[src/rtl/spi_pkg.sv]
// Shared SPI definitions: bit-order encoding, default word width and a width helper.
package spi_pkg;

  // Bit-order encoding for i_msb_first and the latched word mode.
  localparam logic SPI_MSB_FIRST = 1'b1;
  localparam logic SPI_LSB_FIRST = 1'b0;

  // Default word width shared by the RX and TX paths.
  localparam int unsigned SPI_DATA_W_DEF = 8;

  // Bits needed to index n states; never less than one bit.
  function automatic int unsigned spi_width(input int unsigned n);
    return (n <= 1) ? 1 : $clog2(n);
  endfunction

endpackage

[src/rtl/spi_sync_fifo.sv]
// Synchronous FIFO with occupancy count. Push into a full FIFO succeeds only
// when a pop happens on the same edge; otherwise the push is rejected.
module spi_sync_fifo
  import spi_pkg::*;
#(
  parameter int unsigned W     = 8,
  parameter int unsigned DEPTH = 4
) (
  input  logic                         clk,
  input  logic                         rst_n,
  input  logic                         i_push,
  input  logic [W-1:0]                 i_wdata,
  input  logic                         i_pop,
  output logic [W-1:0]                 o_rdata,
  output logic                         o_full,
  output logic                         o_empty,
  output logic [$clog2(DEPTH+1)-1:0]   o_level
);

  localparam int unsigned AW = spi_width(DEPTH);
  localparam int unsigned LW = $clog2(DEPTH + 1);

  logic [W-1:0]  r_mem [DEPTH];
  logic [AW-1:0] r_wptr;
  logic [AW-1:0] r_rptr;
  logic [LW-1:0] r_level;

  logic w_pop;
  logic w_push;

  assign o_full  = (r_level == LW'(DEPTH));
  assign o_empty = (r_level == '0);
  assign o_level = r_level;
  assign o_rdata = o_empty ? '0 : r_mem[r_rptr];

  assign w_pop  = i_pop & ~o_empty;
  assign w_push = i_push & (~o_full | w_pop);

  // Storage, pointers and occupancy; pointers wrap naturally (DEPTH is a power of two).
  always_ff @(posedge clk or negedge rst_n) begin
    if (!rst_n) begin
      for (int i = 0; i < DEPTH; i++) begin
        r_mem[i] <= '0;
      end
      r_wptr  <= '0;
      r_rptr  <= '0;
      r_level <= '0;
    end else begin
      if (w_push) begin
        r_mem[r_wptr] <= i_wdata;
        r_wptr        <= r_wptr + AW'(1);
      end
      if (w_pop) begin
        r_rptr <= r_rptr + AW'(1);
      end
      if (w_push && !w_pop) begin
        r_level <= r_level + LW'(1);
      end else if (w_pop && !w_push) begin
        r_level <= r_level - LW'(1);
      end
    end
  end

endmodule

[src/rtl/spi_rx_deser.sv]
// SPI receive deserialiser: assembles DATA_W-bit words from sampled bits,
// queues them in a small FIFO and reports aborted partial words and drops.
module spi_rx_deser
  import spi_pkg::*;
#(
  parameter int unsigned DATA_W = SPI_DATA_W_DEF,
  parameter int unsigned DEPTH  = 4
) (
  input  logic                         clk,
  input  logic                         rst_n,
  input  logic                         i_en,
  input  logic                         i_bit_stb,
  input  logic                         i_bit,
  input  logic                         i_msb_first,
  output logic [DATA_W-1:0]            o_data,
  output logic                         o_valid,
  input  logic                         i_ready,
  output logic [$clog2(DEPTH+1)-1:0]   o_level,
  output logic                         o_abort,
  output logic                         o_overrun,
  input  logic                         i_clr_overrun
);

  localparam int unsigned CNT_W = spi_width(DATA_W);

  logic [CNT_W-1:0]  r_cnt;
  logic              r_mode;
  logic [DATA_W-1:0] r_shreg;
  logic              r_abort;
  logic              r_overrun;

  logic              w_stb;
  logic              w_first;
  logic              w_last;
  logic              w_mode;
  logic [DATA_W-1:0] w_shnext;
  logic              w_push;
  logic              w_full;
  logic              w_empty;
  logic              w_drop;

  assign w_stb   = i_en & i_bit_stb;
  assign w_first = (r_cnt == '0);
  assign w_last  = (r_cnt == CNT_W'(DATA_W - 1));
  // The first bit of a word uses the live bit-order input; later bits use the latched mode.
  assign w_mode  = w_first ? i_msb_first : r_mode;

  // Shift-register next value for the current bit in the selected bit order.
  always_comb begin
    w_shnext = r_shreg;
    if (w_mode == SPI_MSB_FIRST) begin
      w_shnext = {r_shreg[DATA_W-2:0], i_bit};
    end else begin
      w_shnext = {i_bit, r_shreg[DATA_W-1:1]};
    end
  end

  assign w_push = w_stb & w_last;
  // A pop on the same edge frees a slot, so only a push into a full, non-draining FIFO drops.
  assign w_drop = w_push & w_full & ~(o_valid & i_ready);

  // Bit counter, word-mode latch, shift register and abort pulse.
  always_ff @(posedge clk or negedge rst_n) begin
    if (!rst_n) begin
      r_cnt   <= '0;
      r_mode  <= SPI_LSB_FIRST;
      r_shreg <= '0;
      r_abort <= 1'b0;
    end else if (!i_en) begin
      r_cnt   <= '0;
      r_shreg <= '0;
      r_abort <= ~w_first;
    end else begin
      r_abort <= 1'b0;
      if (w_stb) begin
        if (w_first) begin
          r_mode <= i_msb_first;
        end
        if (w_last) begin
          r_cnt   <= '0;
          r_shreg <= '0;
        end else begin
          r_cnt   <= r_cnt + CNT_W'(1);
          r_shreg <= w_shnext;
        end
      end
    end
  end

  // Sticky overrun flag; a new drop takes priority over a clear.
  always_ff @(posedge clk or negedge rst_n) begin
    if (!rst_n) begin
      r_overrun <= 1'b0;
    end else if (w_drop) begin
      r_overrun <= 1'b1;
    end else if (i_clr_overrun) begin
      r_overrun <= 1'b0;
    end
  end

  spi_sync_fifo #(
    .W     (DATA_W),
    .DEPTH (DEPTH)
  ) u_fifo (
    .clk     (clk),
    .rst_n   (rst_n),
    .i_push  (w_push),
    .i_wdata (w_shnext),
    .i_pop   (i_ready),
    .o_rdata (o_data),
    .o_full  (w_full),
    .o_empty (w_empty),
    .o_level (o_level)
  );

  assign o_valid   = ~w_empty;
  assign o_abort   = r_abort;
  assign o_overrun = r_overrun;

endmodule

[config.mk]
export PLATFORM = sky130hd
export DESIGN_NAME = spi_rx_deser
export DESIGN_NICKNAME = d
export VERILOG_FILES = /design/src/rtl/spi_pkg.sv /design/src/rtl/spi_sync_fifo.sv /design/src/rtl/spi_rx_deser.sv
export SDC_FILE = /design/constraint.sdc
export NUM_CORES = 1
export LEC_CHECK = 0
export ABC_AREA = 1
export BUFFER_PORTS_ARGS = -buffer_cell sky130_fd_sc_hd__buf_4
export CORE_MARGIN = 5
export CORE_UTILIZATION = 30
export CTS_CLUSTER_SIZE = 12
export DETAILED_ROUTE_END_ITERATION = 6
export RECOVER_POWER = 50
export SYNTH_ARGS = -nofsm -noshare
export SYNTH_HDL_FRONTEND = slang
export SYNTH_SLANG_ARGS = --single-unit
export TNS_END_PERCENT = 30
[constraint.sdc]
create_clock -name clk -period 2.47 [get_ports clk]
set_input_delay 0 -clock clk [delete_from_list [all_inputs] [get_ports clk]]
set_output_delay 0 -clock clk [all_outputs]
set_load 0.03 [all_outputs]
After elaboration in Yosys (flattened, before gate mapping)
Cells that the tools add are included.
- $add $sub $neg: 5
- $lt $le $gt $ge: 3
- equal/unequal tests: 3
- mux-type cells: 20
- bitwise logic cells: 13
- reduce and logical (&&, ||, !) cells: 10
- operators with widths (kind ; number):
    two-way mux 8 bit ; 8
    bitwise mux 32 bit ; 1
    binary-select mux 8 bit (select 2 bit) ; 1
    demux 8 bit (select 2 bit) ; 1
    two-way mux 3 bit ; 5
    adder 3 x 1 -> 3 bit, second input constant ; 2
    AND 1 bit ; 6
    == test 3 bit, second input constant ; 2
    >= comparator 3 bit, second input constant ; 2
    zero test 3 bit ; 2
    NOT 2 -> 3 bit ; 2
    adder 2 x 1 -> 2 bit, second input constant ; 2
    two-way mux 1 bit ; 4
    NOT 1 bit ; 4
    nonzero test 2 bit ; 2
    logical AND 1 bit ; 3
    less-than comparator 3 x 1 -> 1 bit, second input constant ; 1
    subtractor 3 x 1 -> 3 bit, second input constant ; 1
    zero test 1 bit ; 2
    != test 2 x 1 -> 1 bit, second input constant ; 1
    AND reduction 2 bit ; 1
    bitwise OR 1 bit ; 1
- register bits after elaboration: 53
- input bits: 8
- output and inout bits: 14
- word-level logic and storage cells: 66

Logic depth before layout (Yosys ltp)
- depth in word-level cells: 9
- depth in mapped cells: 13

Modules after synthesis
Synthesis repeated with hierarchy kept, for this count alone.
- cells, all modules: 366
- area total of the unflattened synthesis: 2902.8 µm²
- by module, submodules not included (module ; instances ; cells each ; area each (µm²)):
    spi_sync_fifo ; 1 ; 260 ; 2075.7
    spi_rx_deser ; 1 ; 106 ; 827.0

Worst setup path before layout
No wires, ideal clock.
- kind: reg-to-reg
- start: register u_fifo.r_level[0] (netlist: u_fifo.o_level[0])
- end: register u_fifo.r_level[1] (netlist: u_fifo.o_level[1])
- arrival time: 2.066 ns
- required time: 2.345 ns
- setup slack: 0.280 ns
- cell stages (with the launch flop): 8
- buffers on the path: 0
- cells stage by stage: dfrtp_1 nor2_2 nand2_1 nand2_1 ha_1 inv_1 fa_1 mux2_2
- longest elaborated chain between the ends: 8
- ends and longest elaborated chain (what ; RTL line ; text):
    start: declaration ; spi_sync_fifo.sv:26 ; logic [LW-1:0] r_level;
    start signal: assignment ; spi_sync_fifo.sv:57 ; r_level <= r_level + LW'(1);
    start signal: assignment ; spi_sync_fifo.sv:59 ; r_level <= r_level - LW'(1);
    zero test 3 bit (*) ; spi_sync_fifo.sv:32 ; assign o_empty = (r_level == '0);
    NOT 1 bit (*) ; n/a ;
    named net o_valid ; spi_rx_deser.sv:16 ; output logic o_valid,
    AND 1 bit (*) ; spi_sync_fifo.sv:36 ; assign w_pop = i_pop & ~o_empty;
    bitwise OR 1 bit ; spi_sync_fifo.sv:37 ; assign w_push = i_push & (~o_full | w_pop);
    AND 1 bit ; spi_sync_fifo.sv:37 ;
    zero test 1 bit ; spi_sync_fifo.sv:58 ; end else if (w_pop && !w_push) begin
    logical AND 1 bit ; spi_sync_fifo.sv:58 ;
    nonzero test 2 bit (no line) ; n/a ;
The timed path passes the listed nets; every way through them passes the cells marked *. The select of a mux whose other input is x is not followed.
A chain may end at the register's enable or synchronous reset.

Worst setup path after layout
- start: register r_cnt[0]
- end: register u_fifo.r_level[1] (netlist: u_fifo.o_level[1])
- longest elaborated chain between the ends: 6
- ends and longest elaborated chain (what ; RTL line ; text):
    start: declaration ; spi_rx_deser.sv:26 ; logic [CNT_W-1:0] r_cnt;
    start signal: assignment ; spi_rx_deser.sv:83 ; r_cnt <= r_cnt + CNT_W'(1);
    == test 3 bit (*) ; spi_rx_deser.sv:44 ; assign w_last = (r_cnt == CNT_W'(DATA_W - 1));
    AND 1 bit (*) ; spi_rx_deser.sv:58 ; assign w_push = w_stb & w_last;
    AND 1 bit (*) ; spi_sync_fifo.sv:37 ;
    named net u_fifo.w_push ; spi_sync_fifo.sv:29 ; logic w_push;
    zero test 1 bit ; spi_sync_fifo.sv:58 ;
    logical AND 1 bit ; spi_sync_fifo.sv:58 ;
    nonzero test 2 bit (no line) ; n/a ;
The timed path passes the listed nets; every way through them passes the cells marked *.

==> flow_summary.json <==
{
  "grt_max_degree": 54,
  "area_growth_pct": 15.9,
  "wl_met2_um": 2910,
  "fin_ws_ns": 0.209,
  "hold_buffers": 5,
  "r2r_setup_slack_ns": 0.21,
  "hold_viol": 0,
  "root_buffer": "clkbuf_8",
  "io_buffer_count": 21,
  "startpoint_type": "flop",
  "r2r_cells": 10,
  "hold_class": "input port to flop",
  "numCtsBuffers": 5,
  "finalCritPeriodShare": 0.915,
  "critPathRequiredTime_ns": 2.67,
  "die_x_um": 104,
  "worst_ep_arrival_time_ns": 2.46,
  "dieArea_sq_um": 10900,
  "yosys-top-cells-count": "nand2_1 (138), dfrtp_1 (53), nor2_1 (35)",
  "route.detailed.drc": 0,
  "wl_met1_um": 2840,
  "setup_viol_count_final": 0,
  "max_freq_mhz": 442,
  "post-route-min-period_ns": 2.26,
  "avgSynthCellArea_sq_um": 8.09,
  "utilization": 0.357,
  "cts_tree": "done",
  "drtAntennaViolNets": 0,
  "ys_ff_latch": 53,
  "synth_area_leader_cell": "dfrtp_1",
  "synth_top_area_frac": 0.497,
  "yosys_warnings": 0,
  "synth_most_common_cell": "nand2_1",
  "r2r_start": "r_cnt[0]$_DFFE_PN0P_",
  "htree_levels": 2,
  "core_sq_um": 8680,
  "status": "completed",
  "place_hpwl_um": 4200,
  "synth_fp_nets": 347,
  "rsz0062_at_grt": "false",
  "grt_usage": 0.117,
  "p_per_area_nw_per_um2": 862,
  "route.met3.wl_um": 275,
  "wl_per_cell_um": 12.9,
  "max_stage_delay_ns": 0.41,
  "async_flop_share": 1.00,
  "ir_drop_uv": 384,
  "holdPathStages": 5,
  "dr.first_iter.drc_count": 115,
  "slowest_stage": "fa_1",
  "tns_ns": 0,
  "slew_viol_final": 0,
  "io-pin-count": 22,
  "postCtsSetupBuffers": 0,
  "first_pass_iters": 5,
  "yosys_most_used_dff": "dfrtp_1",
  "grt_pass1_wl_um": 10500,
  "stdcell_area_sq_um": 3090,
  "ys_types": 21,
  "antenna_found_initial": 0,
  "grt-ovfl-total": 0,
  "leakage_uw": 0.00165,
  "critPathLaunch": "r_cnt[0]$_DFFE_PN0P_",
  "cap_violations": 0,
  "path_cells": "ha_1 > ha_1 > inv_1 > nor2_8 > nand2_1 > inv_2 > ha_1 > inv_1 > fa_1 > mux2_2",
  "vias": 2135,
  "worstSetupEndpoint": "u_fifo.o_level[1]$_DFFE_PN0P_",
  "slew_headroom": 0.113,
  "synthTopCellsByArea": "dfrtp_1 (50%), nand2_1 (19%), nor2_1 (4.9%)",
  "critPathKind": "flop to flop",
  "synth-edff-count": 0,
  "insertion_delay_ns": 0.31,
  "worst_slew_pin_slew_ns": 1.33,
  "path_max_fanout": 6,
  "fin_skew_ns": 0.00731,
  "drive_gt1_frac": 0.116,
  "timing.critical_path.mode_cell": "ha_1",
  "initial_core_util": 0.308,
  "fin_cells": 469,
  "routed_wl_um": 6060,
  "grt_pass1_vias": 2207,
  "synthCells": 330,
  "pre_cts_ws_ns": 0.223,
  "nets": 377,
  "netlist_area_sq_um": 2670,
  "rows": 34,
  "placed_cell_area_sq_um": 2950,
  "clkTransAtPathRegs_ns": 0.09,
  "topRoutingLayerUsed": "met4",
  "yosysSeqAreaShare": 0.497,
  "cts_resized": 0,
  "globalplace.congestion": 0.781,
  "diodes": 0,
  "viasPerCell": 4.55,
  "endpoint_kind": "flop",
  "die_y_um": 104,
  "cts.sinks": 53,
  "placed_cells": 456,
  "regToRegEndpoint": "u_fifo.o_level[1]$_DFFE_PN0P_",
  "clockBufferDepth": 2
}
[stage by stage]
step                power [uW]  hold slack [ns]
global placement          2090           0.0938
floorplan                 1740           -0.296
global route              2830            0.195
finish                    2670            0.149
detailed placement        2100           0.0929
CTS                       2730            0.145
[state kept, by name, indices dropped and copies added (netlist names)]
signal          count
u_fifo.r_rptr       2
o_abort             1
u_fifo.r_wptr       2
o_overrun           1
u_fifo.o_level      3
r_cnt               3
u_fifo.r_mem       32
r_shreg             8
r_mode              1
[critical path, delay by kind of cell (launching register included)]
kind / cells / cell delay (ns)
flops: 1 / 0.39
fa+ha+maj: 4 / 1.00
mux: 1 / 0.26
buf+inv: 3 / 0.30
simple gates: 2 / 0.20
[worst min-delay path by stage]
| stage | endpoint | from | slack (ns) |
|---|---|---|---|
| 3_3_place_gp | u_fifo.o_level[1]$_DFFE_PN0P_ | rst_n | 0.09 |
| 2_1_floorplan | o_abort$_DFF_PN0_ | rst_n | -0.30 |
| 4_1_cts | u_fifo.r_mem[8]$_DFFE_PN0P_ | i_bit | 0.14 |
| 5_1_grt | u_fifo.r_mem[0]$_DFFE_PN0P_ | i_bit | 0.19 |
| 6_report | u_fifo.r_mem[8]$_DFFE_PN0P_ | i_bit | 0.15 |
| 3_5_place_dp | o_overrun$_DFFE_PN0P_ | rst_n | 0.09 |
[cells by family (layout without fill, tap and decap cells)]
group,count (synthesis),in the layout,synth area share
buf+inv,25,56,0.0440
flops,53,53,0.497
mux,1,1,0.00422
simple gates,205,205,0.334
xor+xnor,5,5,0.0164
compound gates,32,32,0.0600
fa+ha+maj,9,9,0.0450
[placed cells by master, fill, tap and decap left out, drive strengths merged]
cell type / synthesis / routed
o21ai: 21 / 21
a21oi: 11 / 11
ha: 8 / 8
dlygate4sd3: 0 / 5
nor2: 39 / 39
dfrtp: 53 / 53
inv: 17 / 17
nand3: 26 / 26
mux2: 1 / 1
xor2: 4 / 4
fa: 1 / 1
bufinv: 0 / 1
nand2: 140 / 140
xnor2: 1 / 1
clkbuf: 1 / 13
clkinv: 4 / 4
buf: 3 / 16
[power breakdown]
part	switching (uW)	leakage (uW)	total [uW]	internal, uW
sequential	98.4	0.000715	1020	923
clock	284	0.0000585	615	331
combinational	680	0.000878	1030	350
total	1060	0.00165	2670	1600
[area by class of cell]
class | instances | area (sq um)
multi-input cells | 252 | 1220
well taps | 108 | 135
clock inverters | 1 | 30.0
inverters | 21 | 98.8
repair buffers | 27 | 194
clock buffers | 7 | 86.3
flip-flops and latches | 53 | 1330
fillers | 934 | 5580
[metal layers]
layer / vias to the layer above / track usage
met4: 0 / 0.0315
met2: 37 / 0.193
met5: - / 0
li1: 1099 / -
met1: 994 / 0.150
met3: 5 / 0.0329
Note: power is estimated with default switching activity, not from simulation.
